File: config.mk
export PLATFORM = sky130hd
export DESIGN_NAME = ofdm_cp_remove_flat
export DESIGN_NICKNAME = d
export VERILOG_FILES = /design/src/rtl/ofdm_cp_remove_if.sv /design/src/rtl/ofdm_cp_remove.sv /design/src/flat_wrapper.sv
export SDC_FILE = /design/constraint.sdc
export NUM_CORES = 1
export LEC_CHECK = 0
export BUFFER_PORTS_ARGS = -buffer_cell sky130_fd_sc_hd__buf_2
export CAP_MARGIN = 20
export CORE_MARGIN = 1.5
export CORE_UTILIZATION = 40
export CTS_CLUSTER_DIAMETER = 200
export DETAILED_ROUTE_END_ITERATION = 8
export PLACE_DENSITY = 0.65
export SYNTH_ARGS = -nofsm -noshare
export SYNTH_HDL_FRONTEND = slang
export SYNTH_SLANG_ARGS = --single-unit
export TNS_END_PERCENT = 10
File: constraint.sdc
create_clock -name clk -period 3.8 [get_ports clk]
set_input_delay 0 -clock clk [delete_from_list [all_inputs] [get_ports clk]]
set_output_delay 0 -clock clk [all_outputs]
set_load 0.005 [all_outputs]
File: src/rtl/ofdm_cp_remove_if.sv
// Sample stream bundle for the OFDM cyclic-prefix remover: input samples with
// symbol sync on one side, FFT-bound body samples with framing markers on the other.
interface ofdm_cp_remove_if #(
    parameter int W = 16
);
    logic                di_en;
    logic signed [W-1:0] di_re;
    logic signed [W-1:0] di_im;
    logic                sync;
    logic                do_en;
    logic signed [W-1:0] do_re;
    logic signed [W-1:0] do_im;
    logic                do_first;
    logic                do_last;
    logic                cp_err;

    modport master (
        output di_en, di_re, di_im, sync,
        input  do_en, do_re, do_im, do_first, do_last, cp_err
    );

    modport slave (
        input  di_en, di_re, di_im, sync,
        output do_en, do_re, do_im, do_first, do_last, cp_err
    );
endinterface

File: src/rtl/ofdm_cp_remove.sv
// Receive-side cyclic-prefix remover: drops CP_LEN prefix samples and forwards N body
// samples per symbol with first/last markers. Define CP_CHECK_EN to build the prefix check.
module ofdm_cp_remove #(
    parameter int N      = 64,
    parameter int CP_LEN = 16,
    parameter int W      = 16,
    parameter int TOL    = 4
) (
    input  logic             clk,
    input  logic             reset,
    ofdm_cp_remove_if.slave  bus
);
    localparam int TOTAL = CP_LEN + N;
    localparam int IW    = $clog2(TOTAL);

    typedef enum logic {S_CP, S_BODY} state_t;

    state_t              state_reg;
    logic [IW-1:0]       idx_reg;
    logic                do_en_reg;
    logic signed [W-1:0] do_re_reg;
    logic signed [W-1:0] do_im_reg;
    logic                do_first_reg;
    logic                do_last_reg;
    logic                cp_err_reg;

    // A sync sample restarts the symbol, whatever the current position is.
    logic [IW-1:0] cur_idx;
    state_t        cur_state;
    logic [IW-1:0] b_idx;
    logic          is_body;
    logic          is_last;
    logic          err_next;

    always_comb begin
        cur_idx   = bus.sync ? '0 : idx_reg;
        cur_state = bus.sync ? S_CP : state_reg;
        b_idx     = cur_idx - IW'(CP_LEN);
        is_body   = (cur_state == S_BODY);
        is_last   = is_body && (b_idx == IW'(N - 1));
    end

`ifdef CP_CHECK_EN
    logic signed [W-1:0] buf_re [CP_LEN];
    logic signed [W-1:0] buf_im [CP_LEN];
    logic [CP_LEN-1:0]   wr_hit;
    logic [CP_LEN-1:0]   rd_hit;
    logic signed [W-1:0] ref_re;
    logic signed [W-1:0] ref_im;
    logic                cmp_en;
    logic signed [W:0]   d_re;
    logic signed [W:0]   d_im;
    logic                mismatch_now;
    logic                flag_reg;

    localparam logic signed [W:0] TOL_S = (W+1)'(TOL);

    // Prefix slot gi is written by idx=gi and checked against body b=N-CP_LEN+gi.
    generate
        for (genvar gi = 0; gi < CP_LEN; gi++) begin : g_slot
            assign wr_hit[gi] = !is_body && (cur_idx == IW'(gi));
            assign rd_hit[gi] = is_body && (b_idx == IW'(N - CP_LEN + gi));
        end
    endgenerate

    always_ff @(posedge clk or negedge reset) begin
        if (!reset) begin
            for (int i = 0; i < CP_LEN; i++) begin
                buf_re[i] <= '0;
                buf_im[i] <= '0;
            end
        end else if (bus.di_en) begin
            for (int i = 0; i < CP_LEN; i++) begin
                if (wr_hit[i]) begin
                    buf_re[i] <= bus.di_re;
                    buf_im[i] <= bus.di_im;
                end
            end
        end
    end

    always_comb begin
        ref_re = '0;
        ref_im = '0;
        cmp_en = 1'b0;
        for (int i = 0; i < CP_LEN; i++) begin
            if (rd_hit[i]) begin
                ref_re = buf_re[i];
                ref_im = buf_im[i];
                cmp_en = 1'b1;
            end
        end
        // One extra bit so the difference of two extreme samples cannot wrap.
        d_re = {bus.di_re[W-1], bus.di_re} - {ref_re[W-1], ref_re};
        d_im = {bus.di_im[W-1], bus.di_im} - {ref_im[W-1], ref_im};
        mismatch_now = cmp_en && ((d_re > TOL_S) || (d_re < -TOL_S) ||
                                  (d_im > TOL_S) || (d_im < -TOL_S));
        err_next = is_last && (flag_reg || mismatch_now);
    end

    always_ff @(posedge clk or negedge reset) begin
        if (!reset) begin
            flag_reg <= 1'b0;
        end else if (bus.di_en) begin
            if (cur_idx == '0) begin
                flag_reg <= 1'b0;
            end else if (mismatch_now) begin
                flag_reg <= 1'b1;
            end
        end
    end
`else
    assign err_next = 1'b0;
`endif

    always_ff @(posedge clk or negedge reset) begin
        if (!reset) begin
            state_reg    <= S_CP;
            idx_reg      <= '0;
            do_en_reg    <= 1'b0;
            do_re_reg    <= '0;
            do_im_reg    <= '0;
            do_first_reg <= 1'b0;
            do_last_reg  <= 1'b0;
            cp_err_reg   <= 1'b0;
        end else begin
            do_en_reg    <= 1'b0;
            do_first_reg <= 1'b0;
            do_last_reg  <= 1'b0;
            cp_err_reg   <= 1'b0;
            if (bus.di_en) begin
                if (!is_body) begin
                    idx_reg   <= cur_idx + IW'(1);
                    state_reg <= (cur_idx == IW'(CP_LEN - 1)) ? S_BODY : S_CP;
                end else begin
                    do_en_reg    <= 1'b1;
                    do_re_reg    <= bus.di_re;
                    do_im_reg    <= bus.di_im;
                    do_first_reg <= (b_idx == '0);
                    do_last_reg  <= is_last;
                    cp_err_reg   <= err_next;
                    if (is_last) begin
                        idx_reg   <= '0;
                        state_reg <= S_CP;
                    end else begin
                        idx_reg   <= cur_idx + IW'(1);
                        state_reg <= S_BODY;
                    end
                end
            end
        end
    end

    assign bus.do_en    = do_en_reg;
    assign bus.do_re    = do_re_reg;
    assign bus.do_im    = do_im_reg;
    assign bus.do_first = do_first_reg;
    assign bus.do_last  = do_last_reg;
    assign bus.cp_err   = cp_err_reg;
endmodule

File: src/flat_wrapper.sv
// flat-port wrapper written by rule: the top's interface ports become plain ports
module ofdm_cp_remove_flat 
#(
    parameter int N      = 64,
    parameter int CP_LEN = 16,
    parameter int W      = 16,
    parameter int TOL    = 4
)
  (clk, reset, bus_di_en, bus_di_re, bus_di_im, bus_sync, bus_do_en, bus_do_re, bus_do_im, bus_do_first, bus_do_last, bus_cp_err);
  ofdm_cp_remove_if #(.W(W)) bus_i ();
  input  logic clk;
  input  logic reset;
  input wire logic [$bits(bus_i.di_en)-1:0] bus_di_en;
  input wire logic [$bits(bus_i.di_re)-1:0] bus_di_re;
  input wire logic [$bits(bus_i.di_im)-1:0] bus_di_im;
  input wire logic [$bits(bus_i.sync)-1:0] bus_sync;
  output wire logic [$bits(bus_i.do_en)-1:0] bus_do_en;
  output wire logic [$bits(bus_i.do_re)-1:0] bus_do_re;
  output wire logic [$bits(bus_i.do_im)-1:0] bus_do_im;
  output wire logic [$bits(bus_i.do_first)-1:0] bus_do_first;
  output wire logic [$bits(bus_i.do_last)-1:0] bus_do_last;
  output wire logic [$bits(bus_i.cp_err)-1:0] bus_cp_err;
  assign bus_i.di_en = bus_di_en;
  assign bus_i.di_re = bus_di_re;
  assign bus_i.di_im = bus_di_im;
  assign bus_i.sync = bus_sync;
  assign bus_do_en = bus_i.do_en;
  assign bus_do_re = bus_i.do_re;
  assign bus_do_im = bus_i.do_im;
  assign bus_do_first = bus_i.do_first;
  assign bus_do_last = bus_i.do_last;
  assign bus_cp_err = bus_i.cp_err;
  ofdm_cp_remove #(.N(N), .CP_LEN(CP_LEN), .W(W), .TOL(TOL)) u_core (.clk(clk), .reset(reset), .bus(bus_i));
endmodule
; Word level (Yosys, flattened, before mapping)
; Index checks and enable logic that the tools add are counted.
; Widths: inputs -> output; s select.
[word_totals]
inputBits = 36
elab_cells = 27
register_bits = 43
out_inout_bits = 36
[op_classes]
n_eq_ne = 2
mux = 13
addsub = 2
reduce_logical = 3
[ops]
columns = operator, n
row1 = $mux 7, 3
row2 = $mux 1, 10
row3 = $add 7x1->7 const B, 1
row4 = $eq 7x4->1 const B, 1
row5 = $eq 7x6->1 const B, 1
row6 = $logic_not 7->1, 1
row7 = $sub 7x5->7 const B, 1
row8 = $reduce_and 2->1, 1
row9 = $logic_and 1x1->1, 1

; Depth between registers and ports, before layout
[depth]
ltp_word = 6
depth_mapped = 7

; Worst setup path after synthesis
; Ideal clock, no wire load.
[synth_path]
path_kind = flip-flop to flip-flop
startpoint = register u_core.idx_reg[4]
endpoint = register u_core.idx_reg[6]
path_stages_with_launch = 7
path_slack_ps = 2244
t_arrival_ps = 1430
path_buffers = 1
required_ps = 3674
synth_period_minus_slack_ps = 1556
cell_sequence = dfrtp_1 clkbuf_1 o21ai_0 ha_1 nand2_1 a21o_1 a221o_1
[synth_via]
elab_chain_len = 6
[synth_rtl]
columns = element, line
row1 = from (decl), ofdm_cp_remove.sv:19  ; logic [IW-1:0] idx_reg;
row2 = from (signal assigned), ofdm_cp_remove.sv:133  ; idx_reg <= cur_idx + IW'(1);
row3 = from (signal assigned), ofdm_cp_remove.sv:146  ; idx_reg <= cur_idx + IW'(1);
row4 = $mux 7 *, ofdm_cp_remove.sv:36  ; cur_idx = bus.sync ? '0 : idx_reg;
row5 = $sub 7x5->7, ofdm_cp_remove.sv:38  ; b_idx = cur_idx - IW'(CP_LEN);
row6 = $eq 7x6->1, ofdm_cp_remove.sv:40  ; is_last = is_body && (b_idx == IW'(N - 1));
row7 = $logic_and 1x1->1, ofdm_cp_remove.sv:40
row8 = $mux 7, ofdm_cp_remove.sv:142  ; if (is_last) begin
row9 = $mux 7 *, ofdm_cp_remove.sv:132  ; if (!is_body) begin
; Mark *: on every way between the ends. The rest lies on a longest branch, timed or not.
; A chain may end at the register's enable or synchronous reset.

; Final worst setup path
[layout_path]
startpoint = input port bus_sync
endpoint = register u_core.idx_reg[6]
[layout_via]
elab_chain_len = 6
[layout_rtl]
columns = element, line
row1 = from (decl), flat_wrapper.sv:16  ; input wire logic [$bits(bus_i.sync)-1:0] bus_sync;
row2 = $mux 7, ofdm_cp_remove.sv:36
row3 = $sub 7x5->7, ofdm_cp_remove.sv:38
row4 = $eq 7x6->1, ofdm_cp_remove.sv:40
row5 = $logic_and 1x1->1, ofdm_cp_remove.sv:40
row6 = $mux 7, ofdm_cp_remove.sv:142
row7 = $mux 7 *, ofdm_cp_remove.sv:132
; Marks and branches as above.

==> out/metrics.cfg <==
[final_layout]
syn2layout_area_growth_pct=42.2
nets=279
seq_area_mm2=0.00108
final_area_mm2=0.00264
layout_commonest_cell=buf_2
fillers=324
multi_input_area_um2=703
final_cell_mix=buf_2, dfrtp_1, dlygate4sd3_1, mux2_2, nand2_1
drive_above_1_share=0.473
antenna_cells=0

[clock_tree]
clkTransAtPathRegs_ps=80
cts_sinks=43
root_buffer=clkbuf_8
cts_buffers=5
htreeDepth=2
tritoncts=yes
post_cts_buffers=0
clock_latency_ps=280
max-clock-path-buffers=2
post_cts_resized=0
ctsHoldBuffers=34

[yosys]
postSynthAreaPerCell_um2=13.6
synth_warnings=0
synth_cell_type_count=37
synth.cell_area_mm2=0.00186
yosys_register_bits=43
postSynthCellCount=136
ys_seq_area_frac=0.580
async_flop_share=1.00
ys.flop_type=dfrtp_1
synth-edff-count=0
synth_nets=175

[pwr]
cellPowerDensity_mw_per_mm2=331
p_comb_frac=0.118
totalPowerFinal_mw=0.873
peakVddDrop_uv=137
power_frac_clock=0.314
p_int_mw=0.666
p_switching_mw=0.207
p_sw_frac=0.237
seq_power_share=0.568
leakagePower_nw=1.45

[worst_hold_path]
hp-start=bus_di_en
worstHoldPathType=in2reg

[global_route]
grt_pass1_wl_mm=6.51
grt_max_degree=44
overflow=0
antenna_found_initial=0
grt_pass1_vias=1365
grtUsageTotal=0.165

[timing]
drv_slew=0
fin_worst_skew_ps=1.83
hold_viol_final=0
worst_pin_slew_ps=944
rsz0062_at_grt=false
min_period_ps=1830
finalSetupViolations=0
finalSetupTns_ps=0
max-slew-margin-rel=0.371
period_share=0.481
fmax_mhz=548

[setup_path]
worstSetupPathType=in2reg
timing.rr.start=u_core.idx_reg[4]
worstPathRequired_ps=3970
cp-end-kind=register
cp_data_arrival_time_ps=2000
crit_path_start_kind=input pin
cp_max_fo=9
startpoint=bus_sync

[floorplanning]
die_h_um=71.1
num_rows=24
dieWidth_um=71.1
initial_core_util=0.420
die_area_mm2=0.00506
core_mm2=0.00441
ioPinCount=72

[routing]
wl_per_cell_um=13.5
drt_iter0_drc=49
antenna_left=0
vias=1373
drt-vias-per-instance=4.69
finalWirelength_mm=3.95
drc=0
dr.pass1.iters=2

[placed_design]
gp_congestion=0.836
io_buffers=70
hpwl_mm=2.32
place_area_mm2=0.00221

[run]
drv_cap=0

[status]
status=finished clean

## path summary, 6_finish.rpt
kind	slack, ps	depth (start not counted)	endpoint
setup / recovery	1970	9	u_core.idx_reg[6]
hold / removal	40	2	u_core.idx_reg[2]
setup reg to reg	2170	5	u_core.idx_reg[6]
hold reg to reg	500	1	u_core.bus.do_im[8]
max in group asynchronous	2830	2	u_core.bus.do_re[11]
min in group asynchronous	390	2	u_core.bus.do_im[11]
## cell usage after synthesis (2+ instances only)
cell type / instances / area [um2]
a21oi_1: 3 / 15.0
inv_1: 5 / 18.8
dfrtp_1: 43 / 1080
nand2b_1: 2 / 12.5
nand3_1: 2 / 10.0
o21ai_0: 5 / 25.0
ha_1: 3 / 37.5
buf_6: 3 / 33.8
nor2_1: 2 / 7.51
nand2_1: 7 / 26.3
nor2b_1: 2 / 12.5
mux2_2: 33 / 372
buf_4: 2 / 15.0
## worst max-delay path, stage by stage
cell and delay, ps:
dlygate4sd3_1 520, buf_2 160, inv_1 190, nand2_1 100, inv_1 70, ha_1 230
nand3_2 210, a21o_1 210, a221o_1 300
## power groups by stage
stage | combinational [mW] | sequential (mW) | clock, mW
finish | 0.103 | 0.496 | 0.274
global route | 0.114 | 0.499 | 0.309
CTS | 0.102 | 0.495 | 0.288
detailed placement | 0.0756 | 0.504 | 0
global placement | 0.0758 | 0.504 | 0
floorplan | 0.0448 | 0.495 | 0
## layout make-up
class	instances	area share
flip-flops and latches	43	0.408
multi-input cells	81	0.266
repair buffers	104	0.262
clock buffers	6	0.0275
well taps	52	0.0247
inverters	5	0.00711
clock inverters	2	0.00474
## through the flow
| stage | util | setup slack (ps) | cells | hold WS, ps |
|---|---|---|---|---|
| 3_3_place_gp | 0.501 | 2220 | 251 | 201 |
| 6_report | 0.598 | 1970 | 293 | 36.6 |
| 3_5_place_dp | 0.501 | 2180 | 251 | 201 |
| 5_1_grt | 0.598 | 1880 | 293 | 38.4 |
| 2_1_floorplan | - | 2240 | 136 | -296 |
| 4_1_cts | 0.598 | 2000 | 293 | 21.5 |
## metal layers
metal,share of wire,GRT usage
met5,0,0
met4,0.0058,0.0503
met3,0.074,0.0541
met2,0.47,0.274
met1,0.45,0.205
## cell families after synthesis
kind of cell	count (synthesis)	synth area share
flops	43	0.580
mux	33	0.200
simple gates	25	0.0803
compound gates	19	0.0762
buf+inv	12	0.0411
fa+ha+maj	3	0.0202
other cells	1	0.00202
Power figures use the tool's default switching activity.
